File: src/rtl/axi_read_arbiter.sv
// AXI read-channel arbiter: several requesters share one downstream AR/R port.
// AR requests are granted round-robin into a single-entry output register,
// each requester may have one burst in flight, and R beats are steered back
// to the requester named by RID without any buffering.
module axi_read_arbiter #(
    parameter int NUM_REQ    = 3,
    parameter int ADDR_WIDTH = 32,
    parameter int DATA_WIDTH = 64,
    parameter int ID_WIDTH   = 4
) (
    input  logic                          clk,
    input  logic                          rst,

    input  logic [NUM_REQ-1:0]            req_arvalid,
    output logic [NUM_REQ-1:0]            req_arready,
    input  logic [NUM_REQ*ADDR_WIDTH-1:0] req_araddr,
    input  logic [NUM_REQ*8-1:0]          req_arlen,
    input  logic [NUM_REQ*3-1:0]          req_arsize,
    input  logic [NUM_REQ*2-1:0]          req_arburst,

    output logic [NUM_REQ-1:0]            req_rvalid,
    input  logic [NUM_REQ-1:0]            req_rready,
    output logic [DATA_WIDTH-1:0]         req_rdata,
    output logic [1:0]                    req_rresp,
    output logic                          req_rlast,

    output logic                          m_arvalid,
    input  logic                          m_arready,
    output logic [ID_WIDTH-1:0]           m_arid,
    output logic [ADDR_WIDTH-1:0]         m_araddr,
    output logic [7:0]                    m_arlen,
    output logic [2:0]                    m_arsize,
    output logic [1:0]                    m_arburst,

    input  logic                          m_rvalid,
    output logic                          m_rready,
    input  logic [ID_WIDTH-1:0]           m_rid,
    input  logic [DATA_WIDTH-1:0]         m_rdata,
    input  logic [1:0]                    m_rresp,
    input  logic                          m_rlast,

    output logic [NUM_REQ-1:0]            busy,
    output logic                          err_rid
);

    localparam int IDX_W = (NUM_REQ > 1) ? $clog2(NUM_REQ) : 1;

    // AR output slot:
    //   state    | meaning
    //   ST_EMPTY | no request held, m_arvalid low
    //   ST_FULL  | request held on m_ar*, waiting for m_arready
    typedef enum logic {
        ST_EMPTY = 1'b0,
        ST_FULL  = 1'b1
    } slot_t;

    slot_t                 r_slot;
    logic [NUM_REQ-1:0]    r_busy;
    logic [IDX_W-1:0]      r_rr_ptr;
    logic [ID_WIDTH-1:0]   r_ar_id;
    logic [ADDR_WIDTH-1:0] r_ar_addr;
    logic [7:0]            r_ar_len;
    logic [2:0]            r_ar_size;
    logic [1:0]            r_ar_burst;

    logic [NUM_REQ-1:0]    w_eligible;
    logic                  w_slot_free;
    logic                  w_grant;
    logic [IDX_W-1:0]      w_winner;
    logic [IDX_W-1:0]      w_rr_next;
    logic [ADDR_WIDTH-1:0] w_win_addr;
    logic [7:0]            w_win_len;
    logic [2:0]            w_win_size;
    logic [1:0]            w_win_burst;
    logic [NUM_REQ-1:0]    w_busy_set;
    logic [NUM_REQ-1:0]    w_busy_clr;
    logic [NUM_REQ-1:0]    w_rid_hit;
    logic                  w_rid_ok;
    logic                  w_r_done;

    assign w_eligible  = req_arvalid & ~r_busy;
    assign w_slot_free = (r_slot == ST_EMPTY) || m_arready;
    // A grant can never be issued while reset is asserted.
    assign w_grant     = !rst && w_slot_free && (|w_eligible);

    // Round-robin search starting at r_rr_ptr, plus mux of the winner's AR fields.
    always_comb begin
        logic found;
        found       = 1'b0;
        w_winner    = '0;
        w_win_addr  = '0;
        w_win_len   = '0;
        w_win_size  = '0;
        w_win_burst = '0;
        for (int k = 0; k < NUM_REQ; k++) begin
            int idx;
            idx = int'(r_rr_ptr) + k;
            if (idx >= NUM_REQ) begin
                idx = idx - NUM_REQ;
            end
            if (!found && w_eligible[idx]) begin
                found    = 1'b1;
                w_winner = IDX_W'(idx);
            end
        end
        for (int i = 0; i < NUM_REQ; i++) begin
            if (w_winner == IDX_W'(i)) begin
                w_win_addr  = req_araddr[i*ADDR_WIDTH +: ADDR_WIDTH];
                w_win_len   = req_arlen[i*8 +: 8];
                w_win_size  = req_arsize[i*3 +: 3];
                w_win_burst = req_arburst[i*2 +: 2];
            end
        end
    end

    assign w_rr_next = (w_winner == IDX_W'(NUM_REQ - 1)) ? '0 : w_winner + IDX_W'(1);

    // One-hot decode of the grant and of the R-channel ID.
    always_comb begin
        w_busy_set = '0;
        w_rid_hit  = '0;
        for (int i = 0; i < NUM_REQ; i++) begin
            w_busy_set[i] = w_grant && (w_winner == IDX_W'(i));
            w_rid_hit[i]  = (m_rid == ID_WIDTH'(i));
        end
    end

    assign req_arready = w_busy_set;

    // R routing is purely combinational; beats with an unknown RID are sunk.
    assign w_rid_ok   = |w_rid_hit;
    assign req_rvalid = w_rid_hit & {NUM_REQ{m_rvalid}};
    assign m_rready   = w_rid_ok ? |(w_rid_hit & req_rready) : 1'b1;
    assign req_rdata  = m_rdata;
    assign req_rresp  = m_rresp;
    assign req_rlast  = m_rlast;
    assign err_rid    = !rst && m_rvalid && !w_rid_ok;

    // Last beat frees the owning requester; out-of-range RIDs match nobody.
    assign w_r_done   = m_rvalid && m_rready && m_rlast;
    assign w_busy_clr = w_rid_hit & {NUM_REQ{w_r_done}};

    // AR slot FSM, round-robin pointer and per-requester busy tracking.
    always_ff @(posedge clk) begin
        if (rst) begin
            r_slot     <= ST_EMPTY;
            r_busy     <= '0;
            r_rr_ptr   <= '0;
            r_ar_id    <= '0;
            r_ar_addr  <= '0;
            r_ar_len   <= '0;
            r_ar_size  <= '0;
            r_ar_burst <= '0;
        end else begin
            if (w_grant) begin
                r_slot     <= ST_FULL;
                r_rr_ptr   <= w_rr_next;
                r_ar_id    <= ID_WIDTH'(w_winner);
                r_ar_addr  <= w_win_addr;
                r_ar_len   <= w_win_len;
                r_ar_size  <= w_win_size;
                r_ar_burst <= w_win_burst;
            end else if ((r_slot == ST_FULL) && m_arready) begin
                r_slot <= ST_EMPTY;
            end
            // A new grant wins over a stray last beat for the same requester.
            r_busy <= (r_busy & ~w_busy_clr) | w_busy_set;
        end
    end

    assign m_arvalid = (r_slot == ST_FULL);
    assign m_arid    = r_ar_id;
    assign m_araddr  = r_ar_addr;
    assign m_arlen   = r_ar_len;
    assign m_arsize  = r_ar_size;
    assign m_arburst = r_ar_burst;
    assign busy      = r_busy;

endmodule

File: config.mk
export PLATFORM = sky130hd
export DESIGN_NAME = axi_read_arbiter
export DESIGN_NICKNAME = d
export VERILOG_FILES = /design/src/rtl/axi_read_arbiter.sv
export SDC_FILE = /design/constraint.sdc
export NUM_CORES = 1
export LEC_CHECK = 0
export CAP_MARGIN = 10
export CORE_AREA = 2 2 134 136
export DETAILED_ROUTE_END_ITERATION = 16
export DIE_AREA = 0 0 136 138
export GPL_ROUTABILITY_DRIVEN = 0
export PLACE_DENSITY = 0.6
export SLEW_MARGIN = 20
export SYNTH_ARGS = -nofsm -noshare
export SYNTH_HDL_FRONTEND = slang
export SYNTH_SLANG_ARGS = --single-unit
File: constraint.sdc
create_clock -name clk -period 2.8 [get_ports clk]
set_input_delay 0.28 -clock clk [delete_from_list [all_inputs] [get_ports clk]]
set_output_delay 0.28 -clock clk [all_outputs]
set_load 0.005 [all_outputs]
==> results <==
-- stage by stage --
step / hold slack [ns] / setup TNS (ns) / setup slack [ns] / std cells
after global placement: 0.447 / 0 / 0.134 / 781
final: 0.455 / 0 / 0.126 / 790
after global routing: 0.490 / -0.00110 / -0.00110 / 790
after detailed placement: 0.446 / 0 / 0.0616 / 781
after CTS: 0.457 / 0 / 0.0157 / 790
after floorplan: 0.435 / 0 / 0.446 / 435
-- final cells by class --
type / count / area, sq um
Clock buffer: 5 / 125
Clock inverter: 3 / 46.3
Fill cell: 1802 / 11800
Inverter: 9 / 33.8
Multi-Input combinational cell: 268 / 1980
Sequential cell: 53 / 1070
Tap cell: 229 / 287
Timing Repair Buffer: 223 / 2210
-- critical path, cell delays in order (launching register included) --
cell and delay, ns:
dfxtp_2 0.34, inv_1 0.08, ha_4 0.27, nand2b_1 0.15, a2111o_1 0.32, a311oi_4 0.27, nand2_1 0.12, inv_1 0.06
clkdlybuf4s50_1 0.49
-- power breakdown --
part	total, uW	switching, uW	internal (uW)	leakage, uW
Combinational	1050	429	619	0.00142
Sequential	955	84.5	870	0.000441
Clock	735	311	424	0.0000800
Total	2740	824	1910	0.00194
-- sequential cells by signal, indices dropped and copies added, names as in the netlist --
name	cells
r_rr_ptr	2
m_arburst	2
busy	3
m_arsize	3
m_arvalid	1
m_arlen	8
m_arid	2
m_araddr	32
-- repair_timing --
action,CTS,global route
pin swaps,3,4
endpoints found under the setup margin,2,13
endpoints found under the hold margin,0,0
gates cloned,0,0
gates resized for setup,5,4
buffers inserted,1,0
-- kinds of logic (layout without fill, tap and decap cells) --
group / Yosys count / after routing / synth area share, %
DFF: 53 / 53 / 28.7
adders and majority gates: 3 / 3 / 1.01
other: 1 / 2 / 0.101
and+or+nand+nor: 118 / 118 / 16.9
muxes: 47 / 47 / 12.7
buffers and inverters: 114 / 240 / 19.6
AOI/OAI and AO/OA: 98 / 98 / 21.0
-- synth_stat cells --
master,count,area share [%]
or2_1,1,0.17
dfxtp_1,53,29
ha_1,3,1.0
mux2i_1,47,13
conb_1,1,0.10
a211oi_1,1,0.20
nor2_1,5,0.51
a221oi_1,16,3.8
buf_2,6,0.81
o31a_1,1,0.24
inv_1,9,0.91
nor2b_1,6,1.0
nor3b_1,2,0.41
or3b_2,1,0.24
o21ai_0,2,0.27
buf_6,3,0.91
a2111o_1,1,0.30
buf_1,4,0.41
nor3_1,34,4.6
nand2_1,20,2.0
buf_4,71,14
nand3_1,11,1.5
o21ai_1,3,0.41
nand3b_1,1,0.20
or2_2,1,0.17
a31oi_1,1,0.17
o31ai_1,2,0.41
o211ai_1,11,2.2
nand2b_1,34,5.8
a21oi_1,39,5.3
a311oi_2,1,0.41
a32oi_1,3,0.71
o41ai_1,2,0.47
clkbuf_1,21,2.1
a221oi_2,15,6.1
or3_1,2,0.34
-- per-layer routing --
metal	GRT usage [%]	vias to the layer above
li1	-	1746
met1	14.5	1722
met4	6.69	0
met5	0	-
met3	3.59	42
met2	22.5	148
-- layout by cell type (no fill, tap or decap), types with 4 or more instances in the layout --
cell / n
a221oi_2: 15
a21oi_1: 39
inv_1: 9
nor3_1: 34
dfxtp_1: 51
a221oi_1: 16
nand2_1: 20
clkbuf_16: 5
mux2i_1: 47
nor2b_1: 4
nand2b_1: 34
nor2_1: 4
o211ai_1: 11
clkdlybuf4s50_1: 209
nand3_1: 11
buf_4: 13
-- path summary, 6_finish.rpt --
kind | slack, ns | to | cells past startpoint
worst min register to register | 0.45 | m_arid[1] | 2
worst max-delay path | 0.13 | req_arready[1] | 8
worst max register to register | 0.14 | m_araddr[8] | 9
worst min-delay path | 0.45 | m_arid[1] | 2
==> results.tsv <==
stage	metric	value	unit
critical_path	Setup crit start kind	flip-flop	
clock_network	Clk pin slew, worst setup/hold paths	0.08	ns
cells_and_area	Final Cell Area	5740	sq um
cells_and_area	share of cells above drive strength 1	8.91	%
clock_network	Clock Tree Buf Depth	2	
route	post-DR vias/cell	4.63	
flow_run	max cap viols	0	
logic_synthesis	mean area per synthesized cell	8.52	sq um
status	status	finished clean	
placement	DP Wirelength	9430	microns
timing	final setup fails	0	
route	starting DRC count in detailed routing	119	
clock_network	Worst-Skew Late Latency	0.30	ns
timing	Worst Max-Slew Pin Slew	0.814	ns
route	routed wl met3	914	microns
die	Ports	344	
route	DRT met1 WL	4850	microns
critical_path	Crit. End Element	output port	
placement	Area after DPL	5530	sq um
route	DRT Pass-1 Iters	4	
cells_and_area	diode count	0	
die	initial core utilization	21.1	%
timing	Hold Fails Final Rpt	0	
pwr	PD cells	477	nW/um^2
timing	maximum clock frequency	374	MHz
logic_synthesis	cell count after synthesis	434	
global_route	initial antenna violation count	0	
clock_network	clk sink count	53	
critical_path	largest fanout on the critical path	5	
logic_synthesis	Yosys cell types	36	
placement	IO buf count	209	
clock_network	CTS Hold Bufs	0	
critical_path	Reg2Reg Launch Point	r_rr_ptr[0]	
timing	minimum clock period	2.67	ns
logic_synthesis	Synth Cell Area	3700	sq um
critical_path	critical path launch point	r_rr_ptr[0]	
timing	Slew Limit Headroom	45.7	%
die	site row count	49	
pwr	Leak Pwr	0.00194	uW
global_route	vias in the first global route	3766	
clock_network	CTS tree	done	
route	vias post-DR	3658	
pwr	Final Power	2740	uW
logic_synthesis	sequential area share after synthesis	28.7	%
logic_synthesis	Synth warnings	0	
cells_and_area	synthesis-to-finish area growth	55.3	%
critical_path	critical path arrival	2.39	ns
worst_hold_path	hold crit path type	flip-flop to flip-flop	
route	DRC errors left	0	
die	CORE AREA	17500	sq um
route	highest routed layer	met4	
clock_network	htree depth	2	
worst_hold_path	startpoint of the worst hold path	m_arid[1]	
critical_path	kind of critical path	flip-flop to output port	
route	drt wl/cell	15.9	microns
cells_and_area	post-layout net count	779	
global_route	grt ovf	0	
cells_and_area	final design utilization	32.8	%
global_route	Tot GR Track Use	13.0	%
global_route	first-pass GRT wire length	19400	microns
pwr	VDD IR max	0.000241	V
logic_synthesis	Synth Register Bits	53	
timing	Final Max Slew Viols	0	
die	Die Y	138	microns
clock_network	CTS root buf	clkbuf_16	
route	WL final	12600	microns
route	routed length on met2	6320	microns
die	die area	18800	sq um
global_route	largest net degree at the start of global routing	67	
clock_network	CTS Buf Count	5	
critical_path	Worst Path Required	2.52	ns
route	post-route ant nets	0	
timing	period utilization	95.5	%
timing	Max Clock Skew	0.00626	ns
die	Die X-Extent	136	microns
Note: power is estimated with default switching activity, not from simulation.
